<file path="src/rtl/mb8_acc.sv">
// Accumulates TERMS signed products into one dot-product result behind a valid/ready output.
// Optional ACC_SAT_EN: saturating adds with a sticky ovf flag; otherwise wrap and ovf=0.
module mb8_acc #(
  parameter int WIDTH = 8,
  parameter int TERMS = 16,
  parameter int ACC_W = 20
) (
  input  logic               CLK,
  input  logic               RST,
  input  logic               in_valid,
  input  logic [2*WIDTH-1:0] product1,
  output logic               in_ready,
  output logic               out_valid,
  input  logic               out_ready,
  output logic [ACC_W-1:0]   acc_out,
  output logic               busy,
  output logic               ovf
);

  localparam int CNT_W = $clog2(TERMS) + 1;

  typedef enum logic [1:0] {IDLE, ACC, DONE} state_t;

  state_t                   state_reg;
  logic signed [ACC_W-1:0]  acc_reg;
  logic signed [ACC_W-1:0]  acc_out_reg;
  logic [CNT_W-1:0]         cnt_reg;
  logic                     out_valid_reg;
  logic signed [ACC_W-1:0]  p_ext;
  logic signed [ACC_W-1:0]  sum_next;
  logic                     accept;
  logic                     last_term;

  assign p_ext     = ACC_W'($signed(product1));
  assign in_ready  = (state_reg != DONE);
  assign accept    = in_valid & in_ready;
  assign last_term = (cnt_reg == CNT_W'(TERMS - 1));

`ifdef ACC_SAT_EN
  localparam logic signed [ACC_W-1:0] SAT_MAX = {1'b0, {(ACC_W-1){1'b1}}};
  localparam logic signed [ACC_W-1:0] SAT_MIN = {1'b1, {(ACC_W-1){1'b0}}};

  logic signed [ACC_W:0] sum_wide;
  logic                  clamp;
  logic                  ovf_reg;

  // One guard bit: the two top bits disagree exactly when the add overflowed.
  assign sum_wide = {acc_reg[ACC_W-1], acc_reg} + {p_ext[ACC_W-1], p_ext};
  assign clamp    = sum_wide[ACC_W] ^ sum_wide[ACC_W-1];
  assign sum_next = !clamp ? sum_wide[ACC_W-1:0] : (sum_wide[ACC_W] ? SAT_MIN : SAT_MAX);
  assign ovf      = ovf_reg;
`else
  assign sum_next = acc_reg + p_ext;
  assign ovf      = 1'b0;
`endif

  assign out_valid = out_valid_reg;
  assign acc_out   = acc_out_reg;
  assign busy      = (state_reg == ACC);

  always_ff @(posedge CLK) begin
    if (RST) begin
      state_reg     <= IDLE;
      acc_reg       <= '0;
      acc_out_reg   <= '0;
      cnt_reg       <= '0;
      out_valid_reg <= 1'b0;
`ifdef ACC_SAT_EN
      ovf_reg       <= 1'b0;
`endif
    end else begin
      case (state_reg)
        IDLE: begin
          if (accept) begin
            acc_reg <= p_ext;
            cnt_reg <= CNT_W'(1);
`ifdef ACC_SAT_EN
            ovf_reg <= 1'b0;
`endif
            if (TERMS == 1) begin
              state_reg     <= DONE;
              acc_out_reg   <= p_ext;
              out_valid_reg <= 1'b1;
              cnt_reg       <= '0;
            end else begin
              state_reg <= ACC;
            end
          end
        end
        ACC: begin
          if (accept) begin
            acc_reg <= sum_next;
            cnt_reg <= cnt_reg + CNT_W'(1);
`ifdef ACC_SAT_EN
            if (clamp) ovf_reg <= 1'b1;
`endif
            if (last_term) begin
              state_reg     <= DONE;
              acc_out_reg   <= sum_next;
              out_valid_reg <= 1'b1;
              cnt_reg       <= '0;
            end
          end
        end
        DONE: begin
          // Result and flag stay frozen until the consumer takes them.
          if (out_ready) begin
            state_reg     <= IDLE;
            out_valid_reg <= 1'b0;
          end
        end
        default: state_reg <= IDLE;
      endcase
    end
  end

endmodule

</file>
<file path="config.mk">
export PLATFORM = sky130hd
export DESIGN_NAME = mb8_acc
export DESIGN_NICKNAME = d
export VERILOG_FILES = /design/src/rtl/mb8_acc.sv
export SDC_FILE = /design/constraint.sdc
export NUM_CORES = 1
export LEC_CHECK = 0
export ABC_CLOCK_PERIOD_IN_PS = 2900
export BUFFER_PORTS_ARGS = -buffer_cell sky130_fd_sc_hd__buf_2
export CORE_ASPECT_RATIO = 0.75
export CORE_MARGIN = 2
export CORE_UTILIZATION = 52
export DETAILED_ROUTE_END_ITERATION = 7
export PLACE_DENSITY = 0.76
export SETUP_SLACK_MARGIN = 0.05
export SYNTH_ARGS = -nofsm -noshare
export SYNTH_HDL_FRONTEND = slang
export SYNTH_SLANG_ARGS = --single-unit
</file>
<file path="constraint.sdc">
create_clock -name CLK -period 2.9 [get_ports CLK]
set_input_delay 0.87 -clock CLK [delete_from_list [all_inputs] [get_ports CLK]]
set_output_delay 0.87 -clock CLK [all_outputs]
set_load 0.05 [all_outputs]
</file>
==> results.cfg <==
[layout]
nNetsFinal = 508
num_antenna_cells = 0
drive_above_1_share = 0.203
layout-area-overhead-vs-synth_pct = 18.4
fillCellCount = 518
finish.utilization = 0.645

[cts]
postCtsHoldBufs = 0
number_of_clock_sinks = 48
tritoncts = yes
cts_post_setup_buffers_inserted = 0
cts-resized-gates = 0
worst_skew_pair.late_latency_ns = 0.30
clk_pin_slew_ns = 0.09
cts_inserted_buffers = 5
cts_max_path_buffers = 2
cts.root.buffer_cell = clkbuf_8
htree_levels = 2

[setup_path]
cp_data_required_time_ns = 3.12
r2r-start = acc_reg[0]$_SDFFE_PP0P_
critPathTopFamily = compound AO/OA/AOI/OAI gates
cp_data_arrival_time_ns = 2.92
worst_setup_path_start_kind = primary input
setup.worst_path.start = product1[0]
critical_path_depth = 8
crit_path_cell_trace = buf_2 -> ha_1 -> fa_1 -> a21o_1 -> a221oi_4 -> a211oi_2 -> a221o_1 -> o311ai_2
crit_path_max_fanout = 4
setup.worst_path.end = acc_out[16]$_SDFFE_PP0P_
worstSetupEndpointType = flop
critical_path_class = primary input to flop
critical_path.slowest_cell = fa_1
timing.critical_path.buf_inv = 1
worst_r2r_path_depth = 7
ff2ff_setup_slack_ns = 0.56
cp_slowest_stage_delay_ns = 0.40
critical_path.reg2reg.endpoint = acc_out[16]$_SDFFE_PP0P_

[die]
io_pins = 44
initial_utilization = 0.545
die_w_um = 94.5
core_area_sq_um = 5860
die_height_um = 71.8
fp-row-count = 24
die-area_sq_um = 6780

[synthesis]
syn_avg_cell_area_sq_um = 7.80
synth-async-reset-ratio = 0
ys.warnings.count = 0
syn-instance-count = 409
ys_seq_area_frac = 0.301
synth-main-ff-cell = dfxtp_1
mappedNetlistNets = 450
synth_area_sq_um = 3190
synth-seq-cells = 48
synth_enable_flop_cells = 0
yosysUniqueCellTypes = 57

[power_and_ir_drop]
sequentialPowerShare = 0.401
ir_worst_vdd_v = 0.000233
power_report.internal_total_uw = 1200
share_comb_of_total_power = 0.303
power_density_nw_per_um2 = 469
net-switching-power_uw = 575
power.share.switching = 0.325
static_leakage_uw = 0.00172
clock_power_share = 0.296
post-layout-total-power_uw = 1770

[sta]
timing.clock.skew_ns = 0.0101
timing.fmax_mhz = 370
report.final.slew_viol_count = 0
post-route-min-period_ns = 2.70
setup_viol_count_final = 0
grt_setup_unrepaired = no
fin_crit_sh = 0.933
timing_worst_slew_pin_value_ns = 0.737
maxSlewHeadroom = 0.503
finalHoldViolCount = 0

[drt]
dr.pass1.iters = 5
via_count = 3254
drc = 0
vias_per_cell = 5.96
drt-initial-drc-count = 431
routed_wl_mm = 8.82
final_antenna_net_count = 0
route.detailed.wl_per_inst_um = 16.2

[grt]
grt_first_pass_wirelength_mm = 14.7
grt.total_usage = 0.276
antenna_found_initial = 0
grt_pass1_vias = 3005
pin_count_of_the_biggest_net_entering_global_routing = 32
global_route.overflow_total = 0

[min_path]
min_path_type = flop to flop

[placed_design]
hpwlAfterDp_mm = 6.28
gp_congestion = 0.926
io_buffer_count = 42

[status]
outcome = finished clean

[flow_run]
max_cap_viol_count = 0
-- worst reg2reg max path, stage by stage, from the launching register on --
cell and delay (ns):
dfxtp_1 0.32, ha_1 0.21, fa_1 0.40, a21o_1 0.22, a221oi_4 0.28, a211oi_2 0.15, a221o_1 0.40, o311ai_2 0.26
-- power by group through the flow --
stage	combinational, uW	sequential [uW]	clock, uW
detailed placement	524	725	0
floorplan	357	720	0
global route	591	714	560
global placement	509	723	0
CTS	527	710	529
finish	537	710	524
-- cell usage after synthesis (all sizes together) (3+ instances only) --
cell type,instances,area (sq um)
inv,6,22.5
o21ai,16,80.1
nand2b,5,31.3
a31oi,8,50.1
ha,20,250
xnor2,6,52.6
o221ai,5,43.8
a21oi,37,185
a221o,3,30.0
mux2i,11,110
buf,8,40.0
and2,6,38.8
nand3,18,90.1
nor2b,5,31.3
nor2,38,143
nor3,11,55.1
xor2,5,43.8
clkbuf,19,71.3
o211ai,5,42.5
a211o,3,26.3
or4,3,22.5
a211oi,6,55.1
and3,6,37.5
o2111ai,3,32.5
dfxtp,48,961
o21bai,3,22.5
nand2,58,218
a21o,13,97.6
nand4,5,31.3
-- layout by cell type (no fill, tap or decap), drive strengths merged, types with 3 or more instances in the layout --
cell type	instances
nor3	11
and3	6
or4	3
clkbuf	6
o2111ai	3
o211ai	5
and2	6
nand2b	5
nand2	58
nand4	5
nor2	38
mux2i	11
dfxtp	48
xnor2	6
o21ai	16
inv	6
nor2b	5
o221ai	5
nand3	18
a31oi	8
a21o	13
ha	20
xor2	5
o21bai	3
a211oi	6
buf	78
a221o	3
a211o	3
a21oi	37
-- cell families (layout without fill, tap and decap cells) --
kind of cell    Yosys count  count (layout)  synth area share
flops                    48              48             0.301
buf+inv                  33              92            0.0420
compound gates          121             121             0.268
fa+ha+maj                21              21            0.0847
mux                      11              11            0.0345
xor+xnor                 11              11            0.0302
other cells               1               1           0.00118
simple gates            163             163             0.238
-- routing by layer --
layer  share of wire  global-route usage  vias to the layer above
met3           0.065              0.0473                        8
met5               0                   0                        -
met1            0.50               0.406                     1515
met4          0.0068              0.0499                        0
li1                -                   -                     1617
met2            0.43               0.429                      114
-- worst min-delay path by stage --
stage	start	end	slack (ns)	cells past startpoint
global placement	acc_reg[8]$_SDFFE_PP0P_	acc_reg[8]$_SDFFE_PP0P_	0.43	2
floorplan	acc_reg[8]$_SDFFE_PP0P_	acc_reg[8]$_SDFFE_PP0P_	0.42	2
finish	acc_reg[6]$_SDFFE_PP0P_	acc_reg[6]$_SDFFE_PP0P_	0.45	2
global route	acc_reg[8]$_SDFFE_PP0P_	acc_reg[8]$_SDFFE_PP0P_	0.48	2
CTS	acc_reg[6]$_SDFFE_PP0P_	acc_reg[6]$_SDFFE_PP0P_	0.45	2
detailed placement	acc_reg[6]$_SDFFE_PP0P_	acc_reg[6]$_SDFFE_PP0P_	0.44	2
-- layout make-up --
class | count | area (sq um) | share of cell area
Inverter | 6 | 22.5 | 0.00596
Tap cell | 78 | 97.6 | 0.0258
Timing Repair Buffer | 78 | 480 | 0.127
Clock buffer | 6 | 82.6 | 0.0219
Sequential cell | 48 | 961 | 0.254
Clock inverter | 2 | 38.8 | 0.0103
Multi-Input combinational cell | 328 | 2100 | 0.555
-- metrics by stage --
| step | area [sq um] | setup slack (ns) | std cells | setup TNS [ns] | hold slack [ns] |
|---|---|---|---|---|---|
| floorplan | 3190 | 0.0831 | 409 | 0 | 0.420 |
| global placement | 3660 | -0.0407 | 538 | -0.0434 | 0.434 |
| detailed placement | 3660 | -0.114 | 538 | -0.324 | 0.441 |
| CTS | 3780 | 0.215 | 546 | 0 | 0.454 |
| global route | 3780 | 0.126 | 546 | 0 | 0.479 |
| finish | 3780 | 0.195 | 546 | 0 | 0.453 |
No activity file was read; power rests on OpenSTA's default activity.
